--- src/rtl/led_sched_pkg.sv ---
// Shared definitions for the LED toggle scheduler: FSM state encoding and
// default parameter values.
package led_sched_pkg;

  typedef enum logic {
    IDLE  = 1'b0,
    SERVE = 1'b1
  } state_t;

  localparam int DEFAULT_SERVICE_CYCLES = 4;
  localparam int DEFAULT_DROP_W         = 8;

endpackage

--- src/rtl/led_scheduler_rr_picker.sv ---
// Combinational round-robin picker: returns the first pending requester after
// last_grant (wrapping) as a one-hot vector.
module rr_picker #(
  parameter int N     = 3,
  parameter int IDX_W = (N > 1) ? $clog2(N) : 1
) (
  input  logic [N-1:0]     pending,
  input  logic [IDX_W-1:0] last_grant,
  output logic [N-1:0]     pick,
  output logic             valid
);

  int idx;

  // NOTE: every output gets a default before the loop so no latch is inferred.
  always_comb begin
    pick  = '0;
    valid = 1'b0;
    idx   = 0;
    for (int off = 1; off <= N; off++) begin
      idx = (int'(last_grant) + off) % N;
      if (!valid && pending[idx]) begin
        valid     = 1'b1;
        pick[idx] = 1'b1;
      end
    end
  end

endmodule

--- src/rtl/led_scheduler.sv ---
// Round-robin LED toggle scheduler: latches toggle requests, grants one
// requester at a time, then stays busy for SERVICE_CYCLES before the next grant.
module led_scheduler
  import led_sched_pkg::*;
#(
  parameter int N              = 3,
  parameter int SERVICE_CYCLES = DEFAULT_SERVICE_CYCLES,
  parameter int DROP_W         = DEFAULT_DROP_W
) (
  input  logic              clk,
  input  logic              rst_n,
  input  logic [N-1:0]      req,
  output logic [N-1:0]      led,
  output logic [N-1:0]      grant,
  output logic              busy,
  output logic [DROP_W-1:0] drop_count
);

  localparam int IDX_W = (N > 1) ? $clog2(N) : 1;
  localparam int CNT_W = $clog2(SERVICE_CYCLES + 1);
  localparam int SUM_W = DROP_W + $clog2(N + 1);

  localparam logic [CNT_W-1:0] CNT_LOAD   = CNT_W'(SERVICE_CYCLES - 1);
  localparam logic [IDX_W-1:0] LAST_RESET = IDX_W'(N - 1);
  localparam logic [SUM_W-1:0] DROP_MAX   = (SUM_W'(1) << DROP_W) - SUM_W'(1);

  state_t            state;
  logic [CNT_W-1:0]  counter;
  logic [N-1:0]      pending;
  logic [N-1:0]      pick;
  logic              valid;
  logic [N-1:0]      grant_now;
  logic [IDX_W-1:0]  last_grant;
  logic [IDX_W-1:0]  pick_idx;
  logic [SUM_W-1:0]  drop_sum;

  rr_picker #(
    .N     (N),
    .IDX_W (IDX_W)
  ) u_picker (
    .pending    (pending),
    .last_grant (last_grant),
    .pick       (pick),
    .valid      (valid)
  );

  // A grant can only be issued from IDLE; it is the bit cleared from pending.
  assign grant_now = (state == IDLE && valid) ? pick : '0;
  assign busy      = (state == SERVE);

  always_comb begin
    pick_idx = '0;
    for (int i = 0; i < N; i++) begin
      if (pick[i]) pick_idx = IDX_W'(i);
    end
  end

  // A request landing on an already-pending, ungranted bit is lost.
  always_comb begin
    drop_sum = SUM_W'(drop_count);
    for (int i = 0; i < N; i++) begin
      if (req[i] && pending[i] && !grant_now[i]) drop_sum = drop_sum + SUM_W'(1);
    end
  end

  // NOTE: sequential state uses non-blocking assignments so every register
  // samples pre-edge values regardless of statement order.
  always_ff @(posedge clk or negedge rst_n) begin
    if (!rst_n) begin
      pending    <= '0;
      drop_count <= '0;
    end else begin
      pending    <= (pending & ~grant_now) | req;
      drop_count <= (drop_sum > DROP_MAX) ? DROP_MAX[DROP_W-1:0] : drop_sum[DROP_W-1:0];
    end
  end

  always_ff @(posedge clk or negedge rst_n) begin
    if (!rst_n) begin
      state      <= IDLE;
      counter    <= '0;
      grant      <= '0;
      led        <= '0;
      last_grant <= LAST_RESET;
    end else begin
      grant <= '0;
      case (state)
        IDLE: begin
          if (valid) begin
            grant      <= pick;
            led        <= led ^ pick;
            last_grant <= pick_idx;
            counter    <= CNT_LOAD;
            state      <= SERVE;
          end
        end
        SERVE: begin
          if (counter == '0) state <= IDLE;
          else               counter <= counter - CNT_W'(1);
        end
        default: state <= IDLE;
      endcase
    end
  end

endmodule

--- config.mk ---
export PLATFORM = sky130hd
export DESIGN_NAME = led_scheduler
export DESIGN_NICKNAME = d
export VERILOG_FILES = /design/src/rtl/led_sched_pkg.sv /design/src/rtl/led_scheduler_rr_picker.sv /design/src/rtl/led_scheduler.sv
export SDC_FILE = /design/constraint.sdc
export NUM_CORES = 1
export LEC_CHECK = 0
export ABC_AREA = 0
export BUFFER_PORTS_ARGS = -buffer_cell sky130_fd_sc_hd__buf_2
export CELL_PAD_IN_SITES_DETAIL_PLACEMENT = 0
export CELL_PAD_IN_SITES_GLOBAL_PLACEMENT = 1
export CORE_AREA = 2 2 70 72
export CTS_CLUSTER_SIZE = 24
export DETAILED_ROUTE_END_ITERATION = 10
export DIE_AREA = 0 0 72 74
export GPL_TIMING_DRIVEN = 1
export PLACE_DENSITY_LB_ADDON = 0.1
export SETUP_SLACK_MARGIN = 0.15
export SYNTH_ARGS = -nofsm -noshare
export SYNTH_HDL_FRONTEND = slang
export SYNTH_SLANG_ARGS = --single-unit
--- constraint.sdc ---
create_clock -name clk -period 5.1 [get_ports clk]
set_clock_uncertainty 0.2 [all_clocks]
set_input_delay 0.765 -clock clk [delete_from_list [all_inputs] [get_ports clk]]
set_output_delay 0.765 -clock clk [all_outputs]
set_load 0.005 [all_outputs]
==> results of run 1 <==
synthesized netlist by cell type, drive strengths merged (3+ instances only):
cell type	n	area, um^2
ha	9	113
clkbuf	3	11.3
dfrtp	22	551
or4	3	30.0
a21o	4	30.0
xor2	5	51.3
and2	5	36.3
o21ai	12	60.1
o22ai	3	25.0
and4	3	28.8
nor2	13	56.3
o21a	5	38.8
xnor2	9	86.3
buf	6	51.3
inv	12	47.6
nand3	7	40.0
and3	6	37.5
mux2	4	48.8
nand2	25	93.8
nor3	6	30.0
mux2i	7	70.1
a21oi	15	78.8
stage by stage:
| stage | power (mW) | util | cells | worst slack (ps) |
|---|---|---|---|---|
| 2_1_floorplan | 1.09 | - | 219 | 946 |
| 3_5_place_dp | 1.28 | 0.454 | 283 | 468 |
| 4_1_cts | 1.40 | 0.464 | 287 | 451 |
| 3_3_place_gp | 1.25 | 0.454 | 283 | 638 |
| 5_1_grt | 1.52 | 0.465 | 287 | 258 |
| 6_report | 1.39 | 0.465 | 287 | 613 |
what timing repair did:
item	CTS	global route
hold endpoints to repair	0	0
resized for setup	0	1
endpoints found under the setup margin	0	1
where the power goes:
group,internal [mW],leakage [nW],switching (mW)
Combinational,0.398,0.663,0.519
Clock,0.0545,0.0255,0.0605
Sequential,0.261,0.266,0.0968
Total,0.713,0.954,0.676
registers in the layout, indices dropped and copies added, names as in the netlist:
| name | flops |
|---|---|
| pending | 3 |
| drop_count | 8 |
| last_grant | 2 |
| busy | 1 |
| led | 3 |
| grant | 3 |
| counter | 3 |
cells by family after synthesis:
logic type | share of synthesized area
compound gates | 0.230
xor+xnor | 0.0692
fa+ha+maj | 0.0566
buf+inv | 0.0554
flops | 0.290
mux | 0.0598
simple gates | 0.239
area by class of cell:
class	count	area, um^2
Timing Repair Buffer	19	95.1
Clock buffer	3	41.3
Fill cell	467	2460
Clock inverter	1	5.00
Sequential cell	23	577
Multi-Input combinational cell	175	1300
Tap cell	54	67.6
Inverter	12	47.5
how the worst max path moves through the flow:
stage	from	to	slack (ps)	depth (start not counted)
2_1_floorplan	last_grant[1]$_DFFE_PN1P_	drop_count[7]$_DFF_PN0_	950	18
4_1_cts	last_grant[0]$_DFFE_PN0P_	drop_count[7]$_DFF_PN0_	450	17
5_1_grt	last_grant[0]$_DFFE_PN0P_	drop_count[7]$_DFF_PN0_	260	17
3_3_place_gp	last_grant[0]$_DFFE_PN0P_	drop_count[7]$_DFF_PN0_	640	17
3_5_place_dp	last_grant[0]$_DFFE_PN0P_	drop_count[7]$_DFF_PN0_	470	17
6_report	last_grant[0]$_DFFE_PN0P_	drop_count[7]$_DFF_PN0_	610	17
routing by layer:
layer	track usage	routed length, um
met2	0.333	2250
met5	0	0
met1	0.221	2030
met4	0.0440	66
met3	0.0352	153
worst register-to-register path, delay by kind of cell (launching register included):
kind / cells / cell delay [ps]
muxes: 2 / 540
AOI/OAI and AO/OA: 5 / 1200
DFF: 1 / 380
and+or+nand+nor: 5 / 990
adders and majority gates: 2 / 650
buffers and inverters: 2 / 260
xor gates and xnor gates: 1 / 190
==> metrics.md, run 1 <==
| Metric | Value |
|---|---|
| Tightest Pin Transition | 561 ps |
| Area of the mapped netlist | approximately 2000 um^2 |
| Most frequent cells in the layout | 25 x nand2_1, 22 x dfrtp_1, 19 x buf_2, 14 x a21oi_1 |
| Peak supply drop | 333 uV |
| Final Max Slew Viols | 0 |
| FF-to-FF Start | last_grant[0]$_DFFE_PN0P_ |
| Synth Register Bits | 23 |
| Hold path cells | 1 |
| DR iter-0 viols | 57 |
| Vias/cell | 5.66 |
| Number of flops mapped to enable cells by yosys | 0 |
| Pre-Repair DR Iteration Count | 4 |
| Fmax | 223 MHz |
| Worst setup EP type | register |
| Crit path max fanout | 13 |
| Cell mode on critical path | ha_1 |
| Outcome | finished clean |
| CP required | roughly 5100 ps |
| Hold Slack | 273 ps |
| Nets | 248 |
| Worst path slowest cell | ha_1 |
| Post-synthesis cell count | ~220 |
| Num Clock Sinks | 23 |
| Die span in x | 72 um |
| Final worst path period need | 4490 ps |
| Netlist cell types | 67 |
| Grt ovf | 0 |
| First-pass GRT wire length | 7570 um |
| Critical path launch point type | register |
| Clock latency on the worst-skew pair | approximately 270 ps |
| Syn Nets | between 200 and 250 |
| Final hold violation count | 0 |
| Worst hold path endpoint | led[2]$_DFFE_PN0P_ |
| Crit path DAT | 4450 ps |
| Max clock buf depth | 2 |
| Tcrit/Tclk final | 0.880 |
| CTS buffer count | 3 |
| Ant diodes | 0 |
| Register area share after synthesis | 0.290 |
| DRC errors left | 0 |
| Yosys warns | 0 |
| Post-synth ARST share | 1.00 |
| Largest net degree at the start of global routing | 24 |
| Max cap viols | 0 |
| Post-DP Area | 2090 um^2 |
| Critical path buffer and inverter count | 2 |
| Share of layout cells above drive strength 1 | 0.215 |
| Antenna-violating nets left | 0 |
| CTS tree | built |
| Routability cong. | 0.784 |
| R2r setup slk | 610 ps |
| Syn-to-layout area delta | 7.49% |
| FF-to-FF path depth | 17 |
| RSZ-0062 raised after global routing | false |
| Relative max-transition margin | 0.626 |
| Worst R2R End | drop_count[7]$_DFF_PN0_ |
| Worst Hold Class | register to register |
| GRT Util Overall | 0.182 |
| # IOs | 20 |
| Power Density | 650 nW/um^2 |
| Static Leak | 0.954 nW |
| Initial core utilization | 0.432 |
| CTS root buffer | clkbuf_8 |
| Vias in the first global route | 1559 |
| Final wirelength | 4500 um |
| Setup TNS | 0 ps |
| Delay of the slowest critical-path stage | 480 ps |
| Core area | 4600 um^2 |
| Finished layout cell area | between 2000 and 2500 um^2 |
| Port Buf Inserts | 19 |
| Routed vias | 1624 |
| CTS Hold Bufs | 0 |
| H-tree Lvls | 1 |
| Critical path's top delay family | compound AO/OA/AOI/OAI gates |
| Syn Area/Cell | 9.08 um^2 |
| Min-delay src | led[2]$_DFFE_PN0P_ |
| Die area | about 5300 um^2 |
| Most common cell after layout, fill and taps aside | nand2_1 |
| # Post-CTS Setup Buffers | 0 |
| # rows | 25 |
| CP cell instances | inv_1, ha_1, and3b_1, a31oi_2, a41oi_2, o221ai_2, inv_4, nor2_4, xor2_2, ha_1, nand3_1, nor2_2, mux2i_1, a31oi_1, o32ai_4, nand3_2, mux2_4 |
| Finish-stage setup viols | 0 |
| Main synth FF type | dfrtp_1 |
| Worst-path clk slew | about 90 ps |
| WL/cell | 15.7 um |
| Die span in y | 74 um |
| Initial antenna violation count | 0 |
| Hpwl dp | 3560 um |
| Crit Path Class | register to register |
Power figures use the tool's default switching activity.
==> run 2: changes to the inputs <==
- CORE_AREA: 2 2 70 72 -> 8 8 76 78
- DIE_AREA: 0 0 72 74 -> 0 0 84 86
- RECOVER_POWER: unset -> 25
==> run 2 against run 1 <==
  * Critical path depth did not move
  * Critical endpoint unchanged
  * Sequential power barely moved
  * First-iteration DRC count grew 12%
  * Clock power barely moved
  * Critical path type unchanged
  * Highest routed layer unchanged
==> metrics.md, run 2 (synthesis results as in run 1) <==
| Metric | Value |
|---|---|
| Relative max-transition margin | 0.121 (-0.505) |
| # IOs | 20 (unchanged) |
| Hpwl dp | 3700 um (+4.1%) |
| Most frequent cells in the layout | 25 x nand2_1, 22 x dfrtp_1, 18 x buf_2, 14 x a21oi_1, 12 x nor2_1 |
| Die area | 7220 um^2 (+36%) |
| Max clock buf depth | 2 (unchanged) |
| Routed vias | 1655 (+1.9%) |
| Worst-path clk slew | 90 ps (about the same) |
| Nets | 248 (unchanged) |
| H-tree Lvls | 1 (unchanged) |
| # rows | 25 (unchanged) |
| R2r setup slk | 430 ps (-180 ps) |
| Port Buf Inserts | 19 (unchanged) |
| Number of flip-flops in the largest register | 8 (unchanged) |
| CP cell instances | inv_1, ha_1, and2b_1, o21ai_1, a41oi_2, o221ai_2, inv_4, nor2_4, xor2_2, ha_1, nand3_1, nor2_1, mux2i_1, a31oi_1, o32ai_4, nand3_2, mux2_4 |
| Cts repair resizes | 0 (unchanged) |
| Crit Path Class | register to register |
| Antenna-violating nets left | 0 (unchanged) |
| Max cap viols | 0 (unchanged) |
| Finish-stage setup viols | 0 (unchanged) |
| DR iter-0 viols | 64 (+12%) |
| Grt ovf | 0 (unchanged) |
| Outcome | finished clean |
| Share of layout cells above drive strength 1 | 0.206 (-0.00858) |
| Core area | 4600 um^2 (unchanged) |
| Initial core utilization | 0.432 (unchanged) |
| Fmax | 214 MHz (-3.9%) |
| Vias in the first global route | 1592 (+2.1%) |
| Min-delay src | led[1]$_DFFE_PN0P_ |
| Initial antenna violation count | 0 (unchanged) |
| Met3 wire length | 183 um (+20%) |
| Tcrit/Tclk final | 0.916 (+0.0360) |
| WL/cell | 16.7 um (+6.5%) |
| GRT Util Overall | 0.133 (-0.0485) |
| Vias/cell | 5.77 (+1.9%) |
| Largest net degree at the start of global routing | 24 (unchanged) |
| Syn-to-layout area delta | 7.30% |
| WL met1 | 2160 um (+6.5%) |
| Storage cell area | 577 um^2 (unchanged) |
| Delay of the slowest critical-path stage | 490 ps (about the same) |
| RSZ-0062 raised after global routing | false |
| Largest register by flop count | drop_count |
| DRC errors left | 0 (unchanged) |
| CTS root buffer | clkbuf_8 |
| Worst path slowest cell | ha_1 |
| CP required | 5060 ps (about the same) |
| Multi-input gate area | 1300 um^2 (-0.19%) |
| Crit path DAT | 4630 ps (+180 ps) |
| Cell mode on critical path | ha_1 |
| Hold path cells | 1 (unchanged) |
| Worst hold path endpoint | led[1]$_DFFE_PN0P_ |
| Die span in y | 86 um (+16%) |
| WL met2 | 2390 um (+6.3%) |
| Crit path max fanout | 13 (unchanged) |
| Final Max Slew Viols | 0 (unchanged) |
| Num Clock Sinks | 23 (unchanged) |
| Worst Hold Class | register to register |
| FF-to-FF path depth | 17 (unchanged) |
| CTS Hold Bufs | 0 (unchanged) |
| Peak supply drop | 434 uV (+30%) |
| Ant diodes | 0 (unchanged) |
| Final hold violation count | 0 (unchanged) |
| Highest routed metal layer | met4 |
| # Post-CTS Setup Buffers | 0 (unchanged) |
| Worst R2R End | drop_count[7]$_DFF_PN0_ |
| Worst setup EP type | register |
| First-pass GRT wire length | 7980 um (+5.4%) |
| Critical path origin | last_grant[0]$_DFFE_PN0P_ |
| Most common cell after layout, fill and taps aside | nand2_1 |
| FF-to-FF Start | last_grant[0]$_DFFE_PN0P_ |
| Pre-Repair DR Iteration Count | 4 (unchanged) |
| Static Leak | 0.952 nW (-0.25%) |
| Setup TNS | 0 ps (unchanged) |
| CTS buffer count | 3 (unchanged) |
| Fillers | 450 (-3.6%) |
| Finished layout cell area | 2130 um^2 (-0.18%) |
| Critical path launch point type | register |
| Final worst path period need | 4670 ps (+184 ps) |
| Power Density | 656 nW/um^2 (+0.88%) |
| CTS tree | built |
| Tightest Pin Transition | 1320 ps (+757 ps) |
| Die span in x | 84 um (+17%) |
| Post-DP Area | 2090 um^2 (unchanged) |
| Routability cong. | 0.792 (+0.96%) |
| Clock latency on the worst-skew pair | 270 ps (about the same) |
| Final wirelength | 4790 um (+6.5%) |
run 2: how the worst max path moves through the flow:
stage	end	slack (ps)	cells after the start
3_5_place_dp	drop_count[7]$_DFF_PN0_	430	17
6_report	drop_count[7]$_DFF_PN0_	430	17
2_1_floorplan	drop_count[7]$_DFF_PN0_	950	18
5_1_grt	drop_count[7]$_DFF_PN0_	170	17
3_3_place_gp	drop_count[7]$_DFF_PN0_	650	17
4_1_cts	drop_count[7]$_DFF_PN0_	440	17
run 2: routing by layer:
metal  track usage  vias up
met1         0.156      799
li1              -      816
met4        0.0361        0
met2         0.239       36
met3        0.0275        4
met5             0        -
run 2: layout make-up:
| type | instances | area share |
|---|---|---|
| Multi-Input combinational cell | 175 | 0.610 |
| Sequential cell | 23 | 0.270 |
| Timing Repair Buffer | 19 | 0.0440 |
| Tap cell | 54 | 0.0317 |
| Inverter | 12 | 0.0223 |
| Clock buffer | 3 | 0.0194 |
| Clock inverter | 1 | 0.00235 |
run 2: worst max-delay path: cells and delay by family (launching register included):
family	cells	cell delay (ps)
fa+ha+maj	2	670
xor+xnor	1	190
simple gates	5	1080
flops	1	380
buf+inv	2	250
compound gates	5	1230
mux	2	550
run 2: power breakdown:
group / leakage, nW / switching [mW] / internal (mW) / total, mW
logic: 0.661 / 0.527 / 0.399 / 0.926
registers: 0.266 / 0.0977 / 0.261 / 0.358
clock network: 0.0255 / 0.0608 / 0.0545 / 0.115
run 2: per-stage QoR:
stage | utilization | power (mW) | hold slack [ps] | worst slack, ps | std cells
floorplan | - | 1.09 | 240 | 946 | 219
global placement | 0.454 | 1.25 | 252 | 654 | 283
detailed placement | 0.454 | 1.29 | 261 | 428 | 283
CTS | 0.464 | 1.41 | 272 | 437 | 287
global route | 0.464 | 1.53 | 295 | 167 | 287
finish | 0.464 | 1.40 | 267 | 429 | 287
